File: config.mk
export PLATFORM = sky130hd
export DESIGN_NAME = uart_tx_fifo_drain
export DESIGN_NICKNAME = d
export VERILOG_FILES = /design/src/rtl/uart_pkg.sv /design/src/rtl/uart_tx_parity_calc.sv /design/src/rtl/uart_tx_fifo_drain.sv
export SDC_FILE = /design/constraint.sdc
export NUM_CORES = 1
export LEC_CHECK = 0
export ABC_AREA = 0
export BUFFER_PORTS_ARGS = -buffer_cell sky130_fd_sc_hd__buf_2
export CORE_UTILIZATION = 43
export CTS_CLUSTER_SIZE = 16
export DETAILED_ROUTE_END_ITERATION = 8
export HOLD_SLACK_MARGIN = 0.15
export SLEW_MARGIN = 10
export SYNTH_ARGS = -nofsm -noshare
export SYNTH_HDL_FRONTEND = slang
export SYNTH_SLANG_ARGS = --single-unit
File: constraint.sdc
create_clock -name TX_CLK -period 2.4 [get_ports TX_CLK]
set_input_delay 0 -clock TX_CLK [delete_from_list [all_inputs] [get_ports TX_CLK]]
set_output_delay 0 -clock TX_CLK [all_outputs]
set_load 0.02 [all_outputs]
File: src/rtl/uart_pkg.sv
// Shared UART TX types and defaults. The PARITY state exists only when
// TX_PARITY_EN is defined.
package uart_pkg;

   localparam int unsigned DEFAULT_DATA_WIDTH = 8;

   typedef enum logic [2:0] {
      IDLE   = 3'd0,
      START  = 3'd1,
      DATA   = 3'd2,
`ifdef TX_PARITY_EN
      PARITY = 3'd3,
`endif
      STOP   = 3'd4
   } tx_state_e;

endpackage

File: src/rtl/uart_tx_parity_calc.sv
// Parity bit over a data word: even parity when par_typ_i=0, odd when 1.
module uart_tx_parity_calc
   import uart_pkg::*;
#(
   parameter int unsigned DATA_WIDTH = DEFAULT_DATA_WIDTH
)
(
   input  logic [DATA_WIDTH-1:0] word_i,
   input  logic                  par_typ_i,
   output logic                  par_o
);
   assign par_o = (^word_i) ^ par_typ_i;
endmodule

File: src/rtl/uart_tx_fifo_drain.sv
// UART transmitter draining a combinational-read FIFO, one bit per TX_CLK.
// Define TX_PARITY_EN to add the PAR_EN/PAR_TYP ports and the PARITY state.
module uart_tx_fifo_drain
   import uart_pkg::*;
#(
   parameter int unsigned DATA_WIDTH = DEFAULT_DATA_WIDTH
)
(
   input  logic                  TX_CLK,
   input  logic                  TX_RST,
   input  logic [DATA_WIDTH-1:0] r_data,
   input  logic                  rempty,
   output logic                  rinc,
`ifdef TX_PARITY_EN
   input  logic                  PAR_EN,
   input  logic                  PAR_TYP,
`endif
   output logic                  TX_OUT,
   output logic                  busy
);

   localparam int unsigned CW = (DATA_WIDTH > 1) ? $clog2(DATA_WIDTH) : 1;
   localparam logic [CW-1:0] LAST_BIT = CW'(DATA_WIDTH - 1);

   tx_state_e             state_q;
   logic [DATA_WIDTH-1:0] shift_q;
   logic [CW-1:0]         cnt_q;
   logic                  tx_q;
   logic                  busy_q;
   logic                  load;

`ifdef TX_PARITY_EN
   logic par_en_q;
   logic par_typ_q;
   logic par_bit;

   uart_tx_parity_calc #(.DATA_WIDTH(DATA_WIDTH)) u_par (
      .word_i    (shift_q),
      .par_typ_i (par_typ_q),
      .par_o     (par_bit)
   );
`endif

   // A word is taken in IDLE or STOP; reset masks the pop strobe.
   assign load   = !rempty && ((state_q == IDLE) || (state_q == STOP));
   assign rinc   = load && !TX_RST;
   assign TX_OUT = tx_q;
   assign busy   = busy_q;

   always_ff @(posedge TX_CLK or posedge TX_RST) begin
      if (TX_RST) begin
         state_q   <= IDLE;
         shift_q   <= '0;
         cnt_q     <= '0;
         tx_q      <= 1'b1;
         busy_q    <= 1'b0;
`ifdef TX_PARITY_EN
         par_en_q  <= 1'b0;
         par_typ_q <= 1'b0;
`endif
      end else if (load) begin
         state_q   <= START;
         shift_q   <= r_data;
         cnt_q     <= '0;
         tx_q      <= 1'b0;
         busy_q    <= 1'b1;
`ifdef TX_PARITY_EN
         par_en_q  <= PAR_EN;
         par_typ_q <= PAR_TYP;
`endif
      end else begin
         unique case (state_q)
            IDLE: begin
               tx_q   <= 1'b1;
               busy_q <= 1'b0;
            end
            START: begin
               state_q <= DATA;
               tx_q    <= shift_q[0];
            end
            DATA: begin
               if (cnt_q == LAST_BIT) begin
`ifdef TX_PARITY_EN
                  if (par_en_q) begin
                     state_q <= PARITY;
                     tx_q    <= par_bit;
                  end else begin
                     state_q <= STOP;
                     tx_q    <= 1'b1;
                  end
`else
                  state_q <= STOP;
                  tx_q    <= 1'b1;
`endif
               end else begin
                  // The word stays intact so parity can be taken over it.
                  cnt_q <= cnt_q + 1'b1;
                  tx_q  <= shift_q[cnt_q + 1'b1];
               end
            end
`ifdef TX_PARITY_EN
            PARITY: begin
               state_q <= STOP;
               tx_q    <= 1'b1;
            end
`endif
            STOP: begin
               state_q <= IDLE;
               tx_q    <= 1'b1;
               busy_q  <= 1'b0;
            end
            default: begin
               state_q <= IDLE;
               tx_q    <= 1'b1;
               busy_q  <= 1'b0;
            end
         endcase
      end
   end

endmodule

==> results of run 1 <==
placed cells by master (no fill, tap or decap):
| master | n |
|---|---|
| a21oi_1 | 1 |
| a22o_1 | 2 |
| a311oi_1 | 1 |
| a31o_2 | 1 |
| a41oi_1 | 1 |
| buf_2 | 13 |
| buf_4 | 1 |
| clkbuf_4 | 3 |
| clkbuf_8 | 1 |
| dfrtp_1 | 15 |
| dfstp_2 | 1 |
| dlygate4sd3_1 | 10 |
| ha_1 | 2 |
| inv_1 | 2 |
| mux2_1 | 1 |
| mux2_2 | 9 |
| mux2_4 | 1 |
| mux4_1 | 1 |
| nand2_1 | 1 |
| nand2b_1 | 3 |
| nand3b_1 | 1 |
| nor2_1 | 2 |
| nor3_2 | 1 |
| nor3b_1 | 1 |
| nor4_1 | 1 |
| nor4b_4 | 1 |
| o21a_1 | 1 |
| o21ai_1 | 1 |
| or2_2 | 1 |
| or3b_1 | 1 |
per-stage QoR:
| stage | hold slack (ns) | area, µm² | utilization [%] | power [mW] | instances |
|---|---|---|---|---|---|
| 6_report | 0.335 | 978 | 62.1 | 1.15 | 97 |
| 3_3_place_gp | 0.113 | 842 | 53.4 | 0.961 | 83 |
| 2_1_floorplan | -0.0870 | 761 | - | 0.863 | 54 |
| 4_1_cts | 0.354 | 978 | 62.1 | 1.15 | 97 |
| 5_1_grt | 0.426 | 978 | 62.1 | 1.23 | 97 |
| 3_5_place_dp | 0.111 | 842 | 53.4 | 0.963 | 83 |
sequential cells by signal (all words and copies together) (netlist names):
register and flops:
TX_OUT 1, busy 1, cnt_q 3, shift_q 8, state_q 3
worst min path at each step:
stage | slack [ns] | end | cells after the start
5_1_grt | 0.43 | state_q[1] | 3
3_5_place_dp | 0.11 | state_q[1] | 2
6_report | 0.33 | state_q[0] | 3
3_3_place_gp | 0.11 | state_q[1] | 2
2_1_floorplan | -0.09 | busy | 1
4_1_cts | 0.35 | state_q[2] | 3
worst max-delay path: cells and delay by family, from the launching register on:
family                   cells  cell delay (ns)
AND/OR/NAND/NOR              2             0.44
adder cells (fa/ha/maj)      2             0.47
flip-flops                   1             0.47
multiplexers                 1             0.27
area by class of cell:
cell class	count	area [µm²]
Tap cell	16	20.0
Multi-Input combinational cell	35	340
Timing Repair Buffer	24	173
Sequential cell	16	402
Inverter	2	7.51
Clock buffer	4	36.3
Fill cell	134	598
synth_stat cells, types with 2 or more instances:
master and number:
dfrtp_1 15, mux2_2 9, nand2b_1 3, a22o_1 2, ha_1 2, inv_1 2
nor2_1 2
per-layer routing:
| metal | GRT usage, % | share of wire [%] |
|---|---|---|
| met5 | 0 | 0 |
| met4 | 1.82 | 0 |
| met3 | 2.45 | 2.9 |
| met2 | 26.8 | 47 |
| met1 | 24.6 | 50 |
cells by family (layout without fill, tap and decap cells):
kind of cell	after synthesis	in the layout	synth area share, %
flip-flops	16	16	52.8
AND/OR/NAND/NOR	13	13	13.2
multiplexers	12	12	20.2
AO/OA/AOI/OAI	8	8	8.06
buffers and inverters	3	30	2.47
adder cells (fa/ha/maj)	2	2	3.29
where the power goes:
| part | internal [mW] | switching, mW |
|---|---|---|
| registers | 0.399 | 0.0967 |
| logic | 0.284 | 0.192 |
| clock network | 0.0922 | 0.0843 |
| total | 0.775 | 0.373 |
timing repair:
item	in CTS	in global routing
hold endpoints to repair	24	0
endpoints found under the setup margin	0	0
hold buffers	10	0
==> flow_summary.yaml, run 1 <==
status:
  outcome: "finished, violations left"
  failed_checks: "DRC"
critical_path:
  timing.rr.start: "cnt_q[0]"
  cp_common_cell: "ha_1"
  critPathLaunchType: "flop"
  cp-endpoint: "cnt_q[0]"
  crit_fanout: 5
  critical_path_required_ns: 2.57
  worstReg2RegEnd: "cnt_q[0]"
  arrival_ns: 1.92
  timing.critical_path.slowest_cell_delay_ns: 0.47
  worstSetupStartpoint: "cnt_q[0]"
  timing.critical_path.slowest_stage_cell: "dfrtp_1"
  worstPathCellList: "ha_1 > ha_1 > nor4b_4 > nor2_1 > mux2_4"
  timing.reg2reg.worst_path_depth: 5
  setup.worst_path.class: "flop to flop"
  r2r_slack_ns: 0.66
  kind_of_capture_point_of_the_worst_setup_path: "flop"
clocking:
  post_cts_gate_resize_count: 0
  cts_setup_buffers: 0
  clock_latency_ns: 0.28
  cts-htree-levels: 1
  register_clock_pin_slew_on_the_reported_worst_setup_and_hold_paths_ns: 0.09
  tritoncts_num_sinks: 16
  tritoncts: "yes"
  cts_buffers: 3
  clock-root-buffer: "clkbuf_4"
  cts_max_path_buffers: 2
placed_design:
  place_hpwl_um: 884
  numPortBuffers: 13
  gp_routability_congestion: 0.759
  post-place-ws_ns: 0.671
timing:
  fin_tns_setup_ns: 0
  post-route-worst-setup-slack_ns: 0.655
  fin_crit_sh_pct: 72.7
  maxSlewHeadroom_pct: 60.6
  clock-skew-final_ns: 0.00122
  final-hold-violation-count: 0
  grt_setup_unrepaired: "false"
  report.final.setup_viol: 0
  tightest_slew_ns: 0.590
  fmax_achieved_mhz: 573
  finalCriticalPeriod_ns: 1.74
  report.final.slew_viol_count: 0
synth:
  synth.avg_cell_area_um2: 14.1
  synthTopCellsByArea: "dfrtp_1, mux2_2, dfstp_2"
  number_of_enable_type_register_cells_in_the_synthesized_netlist: 0
  synth.cell_area_um2: 761
  number_of_cells_produced_by_synthesis: 54
  synth.top_cell.area_share_pct: 49.3
  async_flop_share_pct: 100
  synth_nets: 67
  ys_warn_count: 0
  yosys_register_bits: 16
  ys_dominant_reg_cell: "dfrtp_1"
  number_of_library_cell_types_mapped_by_synthesis: 26
  synth_largest_area_cell: "dfrtp_1"
  ys_seq_area_share_pct: 52.8
routing:
  drcViolationCount: 1
  detail_route.wl_per_cell_um: 13.3
  drt-pass1-iter-count: 5
  detail_route.vias_per_cell: 5.36
  routed_wl_um: 1290
  vias: 520
  drtIter0Drc: 3
  drt.antenna.violating_nets: 0
floorplan:
  design.die.area_mm2: 0.00194
  std_cell_rows: 14
  die-height_um: 44.1
  top_level_ports: 14
  floorplan.die.width_um: 44.1
  core_area_mm2: 0.00158
  initial_core_util_pct: 48.3
grt:
  number_of_antenna_violations_at_the_first_check_in_global_routing: 0
  grt_first_pass_wirelength_um: 2390
  groute.usage.overall_pct: 16.5
  grt_pass1_vias: 511
  globalRouteOverflowTotal: 0
  maximum_number_of_pins_on_one_net_before_global_route_repair: 17
pwr:
  power-per-cell-area_mw_per_mm2: 1170
  irDropWorstVdd_mv: 0.571
  static-leakage-power_nw: 0.449
layout:
  antenna_cells: 0
  syn_to_final_growth_pct: 28.6
  layout-drive-gt1-share_pct: 40.7
  final_nets: 95
flow_run:
  drv.max_cap_violation_count: 0
hold_path:
  timing.hold.worst.class: "input pin to async pin"
(Power assumes the default switching activity.)
==> inputs of run 2 (changes only) <==
PLACE_DENSITY = 0.67   (was default)
clock period = 1.6 ns   (was 2.4 ns; I/O delays follow)
==> flow_summary.yaml, run 2 (synthesis gave the netlist of run 1 again) <==
clocking:
  tritoncts: "yes"
  clock_latency_ns: 0.28
  register_clock_pin_slew_on_the_reported_worst_setup_and_hold_paths_ns: 0.09
  cts_buffers: 3
  cts-htree-levels: 1
  cts_max_path_buffers: 2
  tritoncts_num_sinks: 16
  cts_setup_buffers: 0
  clock-root-buffer: "clkbuf_4"
routing:
  drt-pass1-iter-count: 3
  drt.antenna.violating_nets: 0
  detail_route.vias_per_cell: 5.42
  vias: 537
  detail_route.wl_per_cell_um: 15.0
  drcViolationCount: 0
  routed_wl_um: 1490
  drtIter0Drc: 2
critical_path:
  timing.critical_path.slowest_stage_cell: "dfrtp_1"
  critPathLaunchType: "flop"
  arrival_ns: 1.72
  kind_of_capture_point_of_the_worst_setup_path: "flop"
  critical_path.n_buffers_inverters: 0
  setup.worst_path.class: "flop to flop"
  timing.critical_path.slowest_cell_delay_ns: 0.40
  worstPathCellList: "ha_2 > ha_4 > nor4b_4 > nor2_2 > mux2_4"
  critical_path_required_ns: 1.78
  crit_fanout: 4
  cpLargestDelayFamily: "flip-flops"
grt:
  number_of_antenna_violations_at_the_first_check_in_global_routing: 0
  grt_first_pass_wirelength_um: 2560
  maximum_number_of_pins_on_one_net_before_global_route_repair: 17
  globalRouteOverflowTotal: 0
  groute.usage.overall_pct: 18.8
  grt_pass1_vias: 564
placed_design:
  numPortBuffers: 13
  post-place-ws_ns: 0.0613
  gp_routability_congestion: 0.723
  place_hpwl_um: 1000
  dpl-instance-area_um2: 872
  dp_cells: 85
flow_run:
  drv.max_cap_violation_count: 0
floorplan:
  std_cell_rows: 14
  die-height_um: 44.1
  design.die.area_mm2: 0.00194
  initial_core_util_pct: 48.3
  top_level_ports: 14
  floorplan.die.width_um: 44.1
  core_area_mm2: 0.00158
layout:
  largest_register_ff_count: 8
  num-fill-cells: 129
  final_nets: 97
  syn_to_final_growth_pct: 31.6
  final_util_pct: 63.5
  postLayoutCellArea_mm2: 0.00100
  area.sequential_um2: 402
  antenna_cells: 0
  final_cells: 99
  layout.cells.most_common_list: "dfrtp_1, buf_2, dlygate4sd3_1, mux2_2"
  total_area_of_multi_input_combinational_cells_um2: 358
  commonest_non_fill_non_tap_cell_in_the_layout: "dfrtp_1"
  reg.largest.list: "shift_q (8), cnt_q (3), state_q (3)"
  layout-drive-gt1-share_pct: 44.6
  largest_register: "shift_q"
pwr:
  irDropWorstVdd_mv: 0.935
  static-leakage-power_nw: 0.449
  power.total_mw: 1.78
  power-per-cell-area_mw_per_mm2: 1780
timing:
  finalCriticalPeriod_ns: 1.54
  final-hold-violation-count: 0
  clock-skew-final_ns: 0.00591
  report.final.slew_viol_count: 0
  tightest_slew_ns: 0.577
  post-route-worst-setup-slack_ns: 0.0609
  fin_tns_setup_ns: 0
  fin_crit_sh_pct: 96.2
  grt_setup_unrepaired: "false"
  report.final.setup_viol: 0
  fmax_achieved_mhz: 650
  fin_hold_ws_ns: 0.317
  maxSlewHeadroom_pct: 61.5
hold_path:
  timing.hold.worst.class: "input pin to async pin"
status:
  outcome: "finished clean"
[run 2: routing by layer]
layer  track usage (%)  routed length [µm]  up-vias  part of all wire, %
met2              29.7                 707        8                   48
met3              6.12                  39        2                  2.6
li1                  -                   -      258                    -
met1              24.8                 731      269                   49
met4              5.45                   9        0                 0.61
met5                 0                   0        -                    0
[run 2: what timing repair did]
action	CTS	global route
resized for setup	0	1
hold buffers	10	0
endpoints found under the hold margin	25	0
endpoints found under the setup margin	0	1
[run 2: cell type report]
cell class	count	share of cell area [%]
inverters	2	0.750
repair buffers	26	18.8
multi-input cells	35	35.7
well taps	16	2.00
clock buffers	4	2.63
flip-flops and latches	16	40.1
[run 2: tightest hold or removal path, stage by stage]
cell and delay [ns]:
dlygate4sd3_1 0.53, buf_2 0.13, inv_1 0.42
[run 2: path summary, 6_finish.rpt]
check | startpoint | to | slack (ns) | cells after the start
worst min-delay path | TX_RST | shift_q[5] | 0.32 | 3
min in group TX_CLK | r_data[1] | shift_q[1] | 0.48 | 3
worst max-delay path | cnt_q[1] | cnt_q[0] | 0.06 | 5
max in group asynchronous | TX_RST | TX_OUT | 0.90 | 3
worst max register to register | cnt_q[1] | cnt_q[0] | 0.06 | 5
worst min register to register | shift_q[4] | shift_q[4] | 0.51 | 1
[run 2: report_power, final]
group / total (mW) / internal, mW / switching [mW]
logic: 0.829 / 0.486 / 0.342
clock network: 0.221 / 0.0968 / 0.124
registers: 0.730 / 0.598 / 0.132
==> inputs of run 3 (changes only) <==
CORE_UTILIZATION = 45   (was 43)
CTS_BUF_LIST = sky130_fd_sc_hd__clkbuf_4 sky130_fd_sc_hd__clkbuf_8 sky130_fd_sc_hd__clkbuf_16   (was default)
PLACE_DENSITY = 0.69   (was 0.67)
==> flow_summary.yaml, run 3 (synthesis gave the netlist of run 1 again) <==
status:
  outcome: "finished clean"
critical_path:
  timing.reg2reg.worst_path_depth: 5
  critical_path_required_ns: 1.78
  arrival_ns: 1.65
  kind_of_capture_point_of_the_worst_setup_path: "flop"
  timing.critical_path.slowest_stage_cell: "dfrtp_1"
  critPathLaunchType: "flop"
  timing.critical_path.slowest_cell_delay_ns: 0.40
  worstPathCellList: "ha_2 > ha_4 > nor4b_4 > nor2_2 > mux2_4"
  worstSetupStartpoint: "cnt_q[1]"
  timing.rr.start: "cnt_q[1]"
  crit_fanout: 4
  setup.worst_path.class: "flop to flop"
pwr:
  irDropWorstVdd_mv: 0.852
  power.total_mw: 1.81
  static-leakage-power_nw: 0.455
  power-per-cell-area_mw_per_mm2: 1790
routing:
  vias: 542
  drcViolationCount: 0
  drtIter0Drc: 5
  detail_route.vias_per_cell: 5.47
  routed_wl_um: 1460
  drt-pass1-iter-count: 4
  drt.antenna.violating_nets: 0
  detail_route.wl_per_cell_um: 14.7
layout:
  final_util_pct: 65.6
  postLayoutCellArea_mm2: 0.00101
  layout-drive-gt1-share_pct: 45.8
  syn_to_final_growth_pct: 32.9
  antenna_cells: 0
  layout.cells.most_common_list: "dfrtp_1, buf_2, dlygate4sd3_1, mux2_2"
  final_cells: 99
  largest_register_ff_count: 8
  reg.largest.list: "shift_q (8), cnt_q (3), state_q (3)"
  commonest_non_fill_non_tap_cell_in_the_layout: "dfrtp_1"
  final_nets: 97
  largest_register: "shift_q"
timing:
  report.final.setup_viol: 0
  final-hold-violation-count: 0
  tightest_slew_ns: 0.593
  fmax_achieved_mhz: 680
  report.final.slew_viol_count: 0
  grt_setup_unrepaired: "false"
  fin_hold_ws_ns: 0.330
  post-route-worst-setup-slack_ns: 0.130
  fin_tns_setup_ns: 0
  fin_crit_sh_pct: 91.8
  maxSlewHeadroom_pct: 60.5
  clock-skew-final_ns: 0.000604
  finalCriticalPeriod_ns: 1.47
grt:
  maximum_number_of_pins_on_one_net_before_global_route_repair: 17
  groute.usage.overall_pct: 18.5
  globalRouteOverflowTotal: 0
  grt_first_pass_wirelength_um: 2440
  number_of_antenna_violations_at_the_first_check_in_global_routing: 0
  grt_pass1_vias: 557
clocking:
  register_clock_pin_slew_on_the_reported_worst_setup_and_hold_paths_ns: 0.09
  clock-root-buffer: "clkbuf_4"
  tritoncts: "yes"
  clock_latency_ns: 0.29
  tritoncts_num_sinks: 16
  cts_buffers: 3
  cts-htree-levels: 1
  cts_max_path_buffers: 2
floorplan:
  std_cell_rows: 14
  top_level_ports: 14
  floorplan.die.width_um: 43.1
  core_area_mm2: 0.00154
  die-height_um: 43.1
  initial_core_util_pct: 49.4
  design.die.area_mm2: 0.00186
placed_design:
  dp_cells: 85
  numPortBuffers: 13
  gp_routability_congestion: 0.782
  post-place-ws_ns: 0.0699
  dpl-instance-area_um2: 872
flow_run:
  drv.max_cap_violation_count: 0
hold_path:
  timing.hold.worst.class: "input pin to async pin"
==> run 3: changes by cell type in the layout (fill, tap and decap cells not counted) <==
cell      before  now
clkbuf_1       1    0
clkbuf_8       0    1
==> run 3: repair_timing <==
item,CTS,global route
endpoints found under the setup margin,0,1
hold buffers,10,0
gates resized for setup,0,1
hold endpoints to repair,24,0
buffers inserted,0,0
==> run 3: path summary, 6_finish.rpt <==
check / to / slack [ns]
setup / recovery: cnt_q[0] / 0.13
hold / removal: state_q[0] / 0.33
setup reg to reg: cnt_q[0] / 0.13
hold reg to reg: shift_q[4] / 0.51
max in group asynchronous: state_q[1] / 0.88
min in group TX_CLK: shift_q[2] / 0.48
==> run 3: power breakdown <==
part	total, mW	switching (mW)	internal (mW)
clock network	0.266	0.127	0.139
registers	0.731	0.133	0.598
logic	0.816	0.332	0.484
total	1.81	0.592	1.22
==> run 3: metal layers <==
layer / global-route usage, % / wire length [µm] / up-vias / part of all wire [%]
li1: - / - / 261 / -
met1: 22.5 / 677 / 266 / 46
met2: 29.9 / 720 / 11 / 49
met3: 3.83 / 30 / 4 / 2.1
met4: 10.9 / 29 / 0 / 2.0
met5: 0 / 0 / - / 0
==> run 3: area by class of cell <==
cell class                      instances  area, µm²
Clock buffer                            4       36.3
Fill cell                             121        531
Inverter                                2       7.51
Multi-Input combinational cell         35        358
Sequential cell                        16        402
Tap cell                               16       20.0
Timing Repair Buffer                   26        188
==> run 3: worst max-delay path: cells and delay by family (launching register included) <==
kind                     cells  cell delay (ns)
adder cells (fa/ha/maj)      2             0.37
flip-flops                   1             0.40
multiplexers                 1             0.26
AND/OR/NAND/NOR              2             0.33
